## src/rtl/mc_main_ctrl_pkg.sv

```systemverilog
// Shared encodings for the multicycle main controller: opcodes, FSM states,
// datapath mux selects and the control-word bundle.
package mc_main_ctrl_pkg;

  localparam logic [5:0] OP_RTYPE = 6'b000000;
  localparam logic [5:0] OP_LB    = 6'b100000;
  localparam logic [5:0] OP_SB    = 6'b101000;
  localparam logic [5:0] OP_BEQ   = 6'b000100;
  localparam logic [5:0] OP_ADDI  = 6'b001000;
  localparam logic [5:0] OP_J     = 6'b000010;

  typedef enum logic [3:0] {
    ST_IDLE    = 4'd0,
    ST_FETCH   = 4'd1,
    ST_DECODE  = 4'd2,
    ST_MEMADR  = 4'd3,
    ST_MEMRD   = 4'd4,
    ST_MEMWB   = 4'd5,
    ST_MEMWR   = 4'd6,
    ST_RTYPEEX = 4'd7,
    ST_RTYPEWB = 4'd8,
    ST_BEQEX   = 4'd9,
    ST_ADDIEX  = 4'd10,
    ST_ADDIWB  = 4'd11,
    ST_JEX     = 4'd12
  } state_e;

  localparam logic [1:0] ALUOP_ADD   = 2'b00;
  localparam logic [1:0] ALUOP_SUB   = 2'b01;
  localparam logic [1:0] ALUOP_FUNCT = 2'b10;

  localparam logic [1:0] SRCB_REGB  = 2'b00;
  localparam logic [1:0] SRCB_FOUR  = 2'b01;
  localparam logic [1:0] SRCB_IMM   = 2'b10;
  localparam logic [1:0] SRCB_IMMSH = 2'b11;

  localparam logic [1:0] PCSRC_ALU    = 2'b00;
  localparam logic [1:0] PCSRC_ALUOUT = 2'b01;
  localparam logic [1:0] PCSRC_JUMP   = 2'b10;

  typedef struct packed {
    logic       iord;
    logic       memread;
    logic       memwrite;
    logic       irwrite;
    logic       pcwrite;
    logic [1:0] pcsrc;
    logic       alusrca;
    logic [1:0] alusrcb;
    logic [1:0] aluop;
    logic       regdst;
    logic       memtoreg;
    logic       regwrite;
  } ctrl_t;

  // States that own the unified memory port and wait on its ready.
  function automatic logic is_mem_state(input state_e s);
    return (s == ST_FETCH) || (s == ST_MEMRD) || (s == ST_MEMWR);
  endfunction

endpackage

```

## src/rtl/mc_wait_timer.sv

```systemverilog
// Counts consecutive not-ready memory cycles; expire_c flags the cycle on
// which the count would reach WAIT_MAX (never when WAIT_MAX is 0).
module mc_wait_timer #(
  parameter int unsigned WAIT_MAX = 15
) (
  input  logic clk_i,
  input  logic rst_n_i,
  input  logic clr,
  input  logic en,
  output logic expire_c
);

  localparam int unsigned   CW      = (WAIT_MAX > 1) ? $clog2(WAIT_MAX) : 1;
  localparam logic [CW-1:0] LAST    = CW'(WAIT_MAX - 1);
  localparam bit            ENABLED = (WAIT_MAX != 0);

  logic [CW-1:0] cnt_q;

  assign expire_c = ENABLED && en && (cnt_q == LAST);

  always_ff @(posedge clk_i or negedge rst_n_i) begin
    if (!rst_n_i) begin
      cnt_q <= '0;
    end else if (clr || expire_c) begin
      cnt_q <= '0;
    end else if (en) begin
      cnt_q <= cnt_q + CW'(1);
    end
  end

endmodule

```

## src/rtl/mc_main_ctrl.sv

```systemverilog
// Multicycle main-control FSM: sequences PC/IR/ALU/memory/regfile per
// instruction, with a memory wait-timeout guard and a retired-instruction count.
module mc_main_ctrl
  import mc_main_ctrl_pkg::*;
#(
  parameter int unsigned WAIT_MAX = 15,
  parameter int unsigned CNT_W    = 32
) (
  input  logic             clk_i,
  input  logic             rst_n_i,
  input  logic [5:0]       op_i,
  input  logic             zero_i,
  input  logic             mem_ready_i,
  output logic             iord_o,
  output logic             memread_o,
  output logic             memwrite_o,
  output logic             irwrite_o,
  output logic             pcwrite_o,
  output logic [1:0]       pcsrc_o,
  output logic             alusrca_o,
  output logic [1:0]       alusrcb_o,
  output logic [1:0]       aluop_o,
  output logic             regdst_o,
  output logic             memtoreg_o,
  output logic             regwrite_o,
  output logic             illegal_o,
  output logic             memerr_o,
  output logic [CNT_W-1:0] retired_o,
  output logic [3:0]       state_o
);

  state_e           state_q, state_d;
  ctrl_t            ctrl;
  logic             illegal_c, retire_c, wait_en_c, expire_c;
  logic [CNT_W-1:0] retired_q;

  assign wait_en_c = is_mem_state(state_q) && !mem_ready_i;

  mc_wait_timer #(.WAIT_MAX(WAIT_MAX)) u_wait (
    .clk_i    (clk_i),
    .rst_n_i  (rst_n_i),
    .clr      (~wait_en_c),
    .en       (wait_en_c),
    .expire_c (expire_c)
  );

  // Next state and control word; handshake-gated writes are Mealy on the inputs.
  always_comb begin
    state_d   = state_q;
    ctrl      = '0;
    illegal_c = 1'b0;
    retire_c  = 1'b0;
    case (state_q)
      ST_IDLE: state_d = ST_FETCH;
      ST_FETCH: begin
        ctrl.memread = 1'b1;
        ctrl.alusrcb = SRCB_FOUR;
        ctrl.aluop   = ALUOP_ADD;
        ctrl.pcsrc   = PCSRC_ALU;
        ctrl.irwrite = mem_ready_i;
        ctrl.pcwrite = mem_ready_i;
        if (mem_ready_i)   state_d = ST_DECODE;
        else if (expire_c) state_d = ST_FETCH;
      end
      ST_DECODE: begin
        ctrl.alusrcb = SRCB_IMMSH;
        ctrl.aluop   = ALUOP_ADD;
        case (op_i)
          OP_LB, OP_SB: state_d = ST_MEMADR;
          OP_RTYPE:     state_d = ST_RTYPEEX;
          OP_BEQ:       state_d = ST_BEQEX;
          OP_ADDI:      state_d = ST_ADDIEX;
          OP_J:         state_d = ST_JEX;
          default: begin
            illegal_c = 1'b1;
            state_d   = ST_FETCH;
          end
        endcase
      end
      ST_MEMADR: begin
        ctrl.alusrca = 1'b1;
        ctrl.alusrcb = SRCB_IMM;
        ctrl.aluop   = ALUOP_ADD;
        state_d      = (op_i == OP_SB) ? ST_MEMWR : ST_MEMRD;
      end
      ST_MEMRD: begin
        ctrl.iord    = 1'b1;
        ctrl.memread = 1'b1;
        if (mem_ready_i)   state_d = ST_MEMWB;
        else if (expire_c) state_d = ST_FETCH;
      end
      ST_MEMWB: begin
        ctrl.memtoreg = 1'b1;
        ctrl.regwrite = 1'b1;
        retire_c      = 1'b1;
        state_d       = ST_FETCH;
      end
      ST_MEMWR: begin
        ctrl.iord     = 1'b1;
        ctrl.memwrite = 1'b1;
        retire_c      = mem_ready_i;
        if (mem_ready_i || expire_c) state_d = ST_FETCH;
      end
      ST_RTYPEEX: begin
        ctrl.alusrca = 1'b1;
        ctrl.alusrcb = SRCB_REGB;
        ctrl.aluop   = ALUOP_FUNCT;
        state_d      = ST_RTYPEWB;
      end
      ST_RTYPEWB: begin
        ctrl.regdst   = 1'b1;
        ctrl.regwrite = 1'b1;
        retire_c      = 1'b1;
        state_d       = ST_FETCH;
      end
      ST_BEQEX: begin
        ctrl.alusrca = 1'b1;
        ctrl.alusrcb = SRCB_REGB;
        ctrl.aluop   = ALUOP_SUB;
        ctrl.pcsrc   = PCSRC_ALUOUT;
        ctrl.pcwrite = zero_i;
        retire_c     = 1'b1;
        state_d      = ST_FETCH;
      end
      ST_ADDIEX: begin
        ctrl.alusrca = 1'b1;
        ctrl.alusrcb = SRCB_IMM;
        ctrl.aluop   = ALUOP_ADD;
        state_d      = ST_ADDIWB;
      end
      ST_ADDIWB: begin
        ctrl.regwrite = 1'b1;
        retire_c      = 1'b1;
        state_d       = ST_FETCH;
      end
      ST_JEX: begin
        ctrl.pcsrc   = PCSRC_JUMP;
        ctrl.pcwrite = 1'b1;
        retire_c     = 1'b1;
        state_d      = ST_FETCH;
      end
      default: state_d = ST_IDLE;
    endcase
  end

  always_ff @(posedge clk_i or negedge rst_n_i) begin
    if (!rst_n_i) begin
      state_q   <= ST_IDLE;
      retired_q <= '0;
    end else begin
      state_q <= state_d;
      if (retire_c) retired_q <= retired_q + CNT_W'(1);
    end
  end

  assign iord_o     = ctrl.iord;
  assign memread_o  = ctrl.memread;
  assign memwrite_o = ctrl.memwrite;
  assign irwrite_o  = ctrl.irwrite;
  assign pcwrite_o  = ctrl.pcwrite;
  assign pcsrc_o    = ctrl.pcsrc;
  assign alusrca_o  = ctrl.alusrca;
  assign alusrcb_o  = ctrl.alusrcb;
  assign aluop_o    = ctrl.aluop;
  assign regdst_o   = ctrl.regdst;
  assign memtoreg_o = ctrl.memtoreg;
  assign regwrite_o = ctrl.regwrite;
  assign illegal_o  = illegal_c;
  assign memerr_o   = expire_c;
  assign retired_o  = retired_q;
  assign state_o    = state_q;

endmodule

```

## config.mk

```make
export PLATFORM = sky130hd
export DESIGN_NAME = mc_main_ctrl
export DESIGN_NICKNAME = d
export VERILOG_FILES = /design/src/rtl/mc_main_ctrl_pkg.sv /design/src/rtl/mc_wait_timer.sv /design/src/rtl/mc_main_ctrl.sv
export SDC_FILE = /design/constraint.sdc
export NUM_CORES = 1
export LEC_CHECK = 0
export CAP_MARGIN = 20
export CORE_MARGIN = 2
export CORE_UTILIZATION = 54
export DETAILED_ROUTE_END_ITERATION = 16
export DONT_BUFFER_PORTS = 1
export MAX_ROUTING_LAYER = met4
export PLACE_DENSITY = 0.69
export SYNTH_ARGS = -nofsm -noshare
export SYNTH_HDL_FRONTEND = slang
export SYNTH_SLANG_ARGS = --single-unit
```

## constraint.sdc

```tcl
create_clock -name clk_i -period 2 [get_ports clk_i]
set_clock_uncertainty 0.15 [all_clocks]
set_input_delay 0.4 -clock clk_i [delete_from_list [all_inputs] [get_ports clk_i]]
set_output_delay 0.4 -clock clk_i [all_outputs]
set_load 0.01 [all_outputs]
```

# Yosys cells after proc, flatten, opt, wreduce, memory -nomap -nowiden
# Cells that the tools add are included.
dict set report totals {
  regBits 40
  latch_bits 0
  ram_bits 0
  rom_bits 0
  input_bits 10
  out_inout_bits 53
  elab_cells 66
  mem_count 0
}
dict set report classes {
  n_addsub 2
  mul 0
  n_div 0
  order_cmp 0
  eq_ne 19
  shift 0
  n_mux 22
  bitwise 1
  n_reduce_logical 19
}
# cell count
set op_table {}
lappend op_table {{4-bit case mux with 5 select lines} 2}
lappend op_table {{32-bit by 1-bit adder with 32-bit output (second input constant)} 1}
lappend op_table {{4-bit case mux with 8 select lines} 1}
lappend op_table {{4-bit equality test (second input constant)} 6}
lappend op_table {{4-bit two-way mux} 6}
lappend op_table {{4-bit by 3-bit equality test with 1-bit output (second input constant)} 4}
lappend op_table {{6-bit equality test (second input constant)} 2}
lappend op_table {{6-bit OR reduction} 2}
lappend op_table {{1-bit two-way mux} 10}
lappend op_table {{3-bit case mux with 3 select lines} 1}
lappend op_table {{4-bit by 2-bit equality test with 1-bit output (second input constant)} 2}
lappend op_table {{2-bit OR reduction} 4}
lappend op_table {{6-bit by 2-bit equality test with 1-bit output (second input constant)} 1}
lappend op_table {{6-bit by 3-bit equality test with 1-bit output (second input constant)} 1}
lappend op_table {{6-bit by 4-bit equality test with 1-bit output (second input constant)} 1}
lappend op_table {{6-bit zero test} 1}
lappend op_table {{5-bit OR reduction} 1}
lappend op_table {{4-bit by 1-bit adder with 4-bit output (second input constant)} 1}
lappend op_table {{4-bit by 1-bit equality test with 1-bit output (second input constant)} 1}
lappend op_table {{4-bit zero test} 1}
lappend op_table {{1-bit logical OR} 4}
lappend op_table {{4-bit OR reduction} 1}
lappend op_table {{3-bit OR reduction} 1}
lappend op_table {{1-bit logical AND} 2}
lappend op_table {{6 further kinds} 6}

# Logic depth before layout (Yosys ltp)
dict set report depth {
  ltp_word 8
  ltp_mapped 6
  depth_no_buf 6
}

# Modules after synthesis
# Synthesis repeated with hierarchy kept, for this count alone.
dict set report hier_totals {
  cells_unflattened 224
  area_unflattened_um2 2219.6
}
# module instances cells_per_inst area_per_inst_um2 seq_area_each_um2
set by_module_without_submodules {}
lappend by_module_without_submodules {mc_main_ctrl 1 204 2005.7 900.9}
lappend by_module_without_submodules {mc_wait_timer 1 20 214.0 100.1}

# Worst setup path after synthesis
# Ideal clock, no wire load.
dict set report synth_timing {
  path_kind {flip-flop to output port}
  start {register state_q[1], in the netlist state_o[1]}
  end {output port memerr_o}
  t_arrival_ns 1.558
  required_ns 1.450
  slack_ns -0.108
  stages_incl_launch_ff 6
  path_buffers 1
  path_cell_list {dfrtp_1 > clkbuf_1 > inv_1 > nand2_1 > o21ai_0 > nor4b_1}
}
dict set report synth_via {
  elab_chain_len 5
  elab_cells_between_ends 7
  cone_classes {eq/ne: 3; reduce/logical: 4}
}
# item line_no
set synth_lines {}
lappend synth_lines {{start: declaration} mc_main_ctrl.sv:32} ;# state_e state_q, state_d;
lappend synth_lines {{start signal: assignment} mc_main_ctrl.sv:151} ;# state_q <= state_d;
lappend synth_lines {{4-bit by 1-bit equality test with 1-bit output / 4-bit by 3-bit equality test with 1-bit output (equally long branches)} mc_main_ctrl_pkg.sv:58} ;# return (s == ST_FETCH) || (s == ST_MEMRD) || (s == ST_MEMWR);
lappend synth_lines {{1-bit logical OR} mc_main_ctrl_pkg.sv:58}
lappend synth_lines {{1-bit logical OR (*)} mc_main_ctrl_pkg.sv:58}
lappend synth_lines {{1-bit logical AND (*)} mc_main_ctrl.sv:37} ;# assign wait_en_c = is_mem_state(state_q) && !mem_ready_i;
lappend synth_lines {{1-bit logical AND (*)} mc_wait_timer.sv:19} ;# assign expire_c = ENABLED && en && (cnt_q == LAST);
lappend synth_lines {{end: declaration} mc_main_ctrl.sv:27} ;# output logic memerr_o,
# Mark *: on every way between the ends. The rest lies on a longest branch, timed or not.

# Final worst setup path
dict set report layout_timing {
  start {register state_q[3], in the netlist state_o[3]}
  end {register retired_q[30], in the netlist retired_o[30]}
}
dict set report layout_via {
  elab_chain_len 3
  elab_cells_between_ends 8
  cone_classes {eq/ne: 6; mux: 1; reduce/logical: 1}
}
# item line_no
set layout_lines {}
lappend layout_lines {{4-bit equality test / 4-bit by 3-bit equality test with 1-bit output (equally long branches)} mc_main_ctrl.sv:53} ;# case (state_q)
lappend layout_lines {{5-bit OR reduction (no source line)} -}
lappend layout_lines {{1-bit case mux with 2 select lines (*)} mc_main_ctrl.sv:53}
lappend layout_lines {{end signal: assignment} mc_main_ctrl.sv:152} ;# if (retire_c) retired_q <= retired_q + CNT_W'(1);
lappend layout_lines {{end: declaration} mc_main_ctrl.sv:35} ;# logic [CNT_W-1:0] retired_q;
# Marked as above.
# A chain may end at the register's enable or synchronous reset.

==> flow_metrics.env <==
export IMPL_yosys_area_top_type="dfrtp_1"
export IMPL_ys_types=47
export IMPL_io_buffers=0
export IMPL_hold_slack_ns=0.247
export IMPL_antenna_found_initial=0
export IMPL_routedWlPerCell_um=17.3
export IMPL_yosysWarnings=0
export IMPL_finalWorstSetupSlack_ns=-0.0524
export IMPL_path_class="register to register"
export IMPL_max_vdd_ir_drop_v=0.000631
export IMPL_synth_common_cells="40 x dfrtp_1, 21 x nand2_1, 19 x nor2_1"
export IMPL_gr_total_overflow=0
export IMPL_fillers=271
export IMPL_synthCells=228
export IMPL_core_mm2=0.00400
export IMPL_dp_cells=309
export IMPL_worstMarginPinSlew_ns=0.413
export IMPL_period_needed_ns=2.05
export IMPL_start_util_pct=56.0
export IMPL_layout_drive_gt1_share_pct=34.4
export IMPL_die_area_mm2=0.00468
export IMPL_clk_latency_ns=0.30
export IMPL_grt_max_degree=41
export IMPL_cts_root_buffer="clkbuf_8"
export IMPL_synthTopCellsByArea="dfrtp_1 45%, xnor2_1 7.0%, xor2_1 7.0%, nand2_1 3.5%, nor2_1 3.2%"
export IMPL_power_density_mw_per_mm2=1010
export IMPL_hpwl_mm=3.70
export IMPL_drt_initial_drc_count=108
export IMPL_end_kind="register"
export IMPL_io_pins=63
export IMPL_maxSlewHeadroom_pct=71.8
export IMPL_yosysSeqAreaShare_pct=44.7
export IMPL_async_flop_share_pct=100
export IMPL_synth_nets=241
export IMPL_vias=1971
export IMPL_yosysMostFrequentCell="dfrtp_1"
export IMPL_synth_ff_type="dfrtp_1"
export IMPL_clockBufferDepth=2
export IMPL_track_usage_pct=24.4
export IMPL_clock_sinks=40
export IMPL_diodes=0
export IMPL_cts_tree="done"
export IMPL_rows=23
export IMPL_synth_edf_count=0
export IMPL_max_freq_mhz=487
export IMPL_drt_pass1_iter_count=4
export IMPL_synth_area_mm2=0.00224
export IMPL_drc=0
export IMPL_start_kind="register"
export IMPL_ys_ff_latch=40
export IMPL_die_width_um=68.4
export IMPL_cellLeakagePower_uw=0.00140
export IMPL_hold_depth=3
export IMPL_viasPerCell=5.94
export IMPL_grt_pass1_vias=1815
export IMPL_slew_viol_final=0
export IMPL_finalSetupViolCount=13
export IMPL_min_path_type="input port to register"
export IMPL_hold_viol=0
export IMPL_cts_buffers=5
export IMPL_reg2reg_depth=5
export IMPL_cts_clk_slew_worst_paths_ns=0.08
export IMPL_die_y_um=68.4
export IMPL_synth_top_cell_area_share_pct=44.7
export IMPL_htreeDepth=2
export IMPL_grt_pass1_wl_mm=8.20
export IMPL_routabilityCongestion=0.823
export IMPL_syn2layout_area_growth_pct=34.0
export IMPL_arrival_ns=2.09
export IMPL_violations="setup timing"
export IMPL_min_period_over_period_pct=103
export IMPL_routed_wirelength_mm=5.75
export IMPL_cp_data_required_time_ns=2.04
export IMPL_nNetsFinal=294
export IMPL_status="finished, violations left"
export IMPL_final_cells=332
export IMPL_drv_cap=0
export IMPL_synth_avg_cell_area_um2=9.82
export IMPL_rsz0062_at_grt="true"
export IMPL_worstPathMaxFanout=6
export IMPL_ant_nets=0
-- layout by cell type, fill, tap and decap left out, types with 3 or more instances in the layout --
cell | synthesis | routed
a21oi_1 | 7 | 6
nor4_1 | 4 | 4
o21ai_0 | 8 | 6
and4_1 | 4 | 4
xnor2_1 | 18 | 16
xor2_1 | 18 | 18
nor2_1 | 19 | 18
and3_1 | 9 | 9
ha_1 | 3 | 3
dfrtp_1 | 40 | 38
clkbuf_8 | 0 | 6
nand2_1 | 21 | 20
buf_6 | 1 | 9
nand4_1 | 4 | 4
nand3_1 | 14 | 8
nor3_1 | 10 | 7
buf_4 | 1 | 44
nand3_2 | 1 | 7
inv_1 | 5 | 4
-- sequential cells by signal, indices dropped and copies added (netlist names) --
signal	count
u_wait.cnt_q	4
retired_o	32
state_o	4
-- path summary, 6_finish.rpt --
check	slack (ns)	startpoint	endpoint
min in group asynchronous	0.41	rst_n_i	retired_o[15]$_DFFE_PN0P_
max in group asynchronous	1.08	rst_n_i	state_o[3]$_DFFE_PN0P_
worst max register to register	-0.05	state_o[3]$_DFFE_PN0P_	retired_o[30]$_DFFE_PN0P_
worst min register to register	0.33	u_wait.cnt_q[0]$_DFFE_PN0P_	u_wait.cnt_q[0]$_DFFE_PN0P_
worst max-delay path	-0.05	state_o[3]$_DFFE_PN0P_	retired_o[30]$_DFFE_PN0P_
worst min-delay path	0.25	op_i[5]	state_o[3]$_DFFE_PN0P_
-- power breakdown --
part | internal (µW) | total, µW | switching (µW)
Clock | 408 | 700 | 292
Sequential | 903 | 977 | 74.5
Combinational | 616 | 1370 | 753
Total | 1930 | 3050 | 1120
-- timing repair --
action	4_1_cts	5_1_grt
gates resized for setup	14	29
buffers inserted	2	11
pin swaps	2	17
hold buffers	2	0
endpoints found under the hold margin	40	0
endpoints found under the setup margin	8	32
-- cell type report --
cell class | instances | area, µm² | share of cell area (%)
Timing Repair Buffer | 55 | 462 | 15.4
Clock buffer | 6 | 82.6 | 2.75
Sequential cell | 40 | 1000 | 33.4
Tap cell | 50 | 62.6 | 2.08
Multi-Input combinational cell | 174 | 1330 | 44.4
Clock inverter | 2 | 38.8 | 1.29
Inverter | 5 | 21.3 | 0.709
-- critical path: stages (launching register included) --
cell      delay (ns)
dfrtp_2         0.47
nand3b_1        0.28
a211o_1         0.34
a311oi_4        0.39
nand4_1         0.17
xnor2_1         0.15
-- cells by family after synthesis --
group / share of synthesized area, %
and+or+nand+nor: 23.2
DFF: 44.7
xor gates and xnor gates: 14.1
AOI/OAI and AO/OA: 12.4
buffers and inverters: 2.96
adders and majority gates: 1.68
muxes: 1.01
-- layer usage --
| layer | up-vias | GRT usage, % | part of all wire, % |
|---|---|---|---|
| li1 | 918 | - | - |
| met1 | 986 | 29.1 | 41 |
| met2 | 59 | 39.3 | 51 |
| met3 | 8 | 6.91 | 5.8 |
| met4 | 0 | 8.75 | 1.6 |
| met5 | - | - | 0 |
-- metrics by stage --
step	instance area, µm²	setup WS [ns]	power, µW	TNS [ns]	utilization [%]
floorplan	2250	0.00358	1660	0	-
global placement	2560	0.108	2000	0	64.0
detailed placement	2560	0.0244	2010	0	64.0
CTS	2770	-0.0378	2820	-0.137	69.3
global route	3000	-0.153	3210	-1.68	75.0
finish	3000	-0.0524	3050	-0.188	75.0
Power figures use the tool's default switching activity.
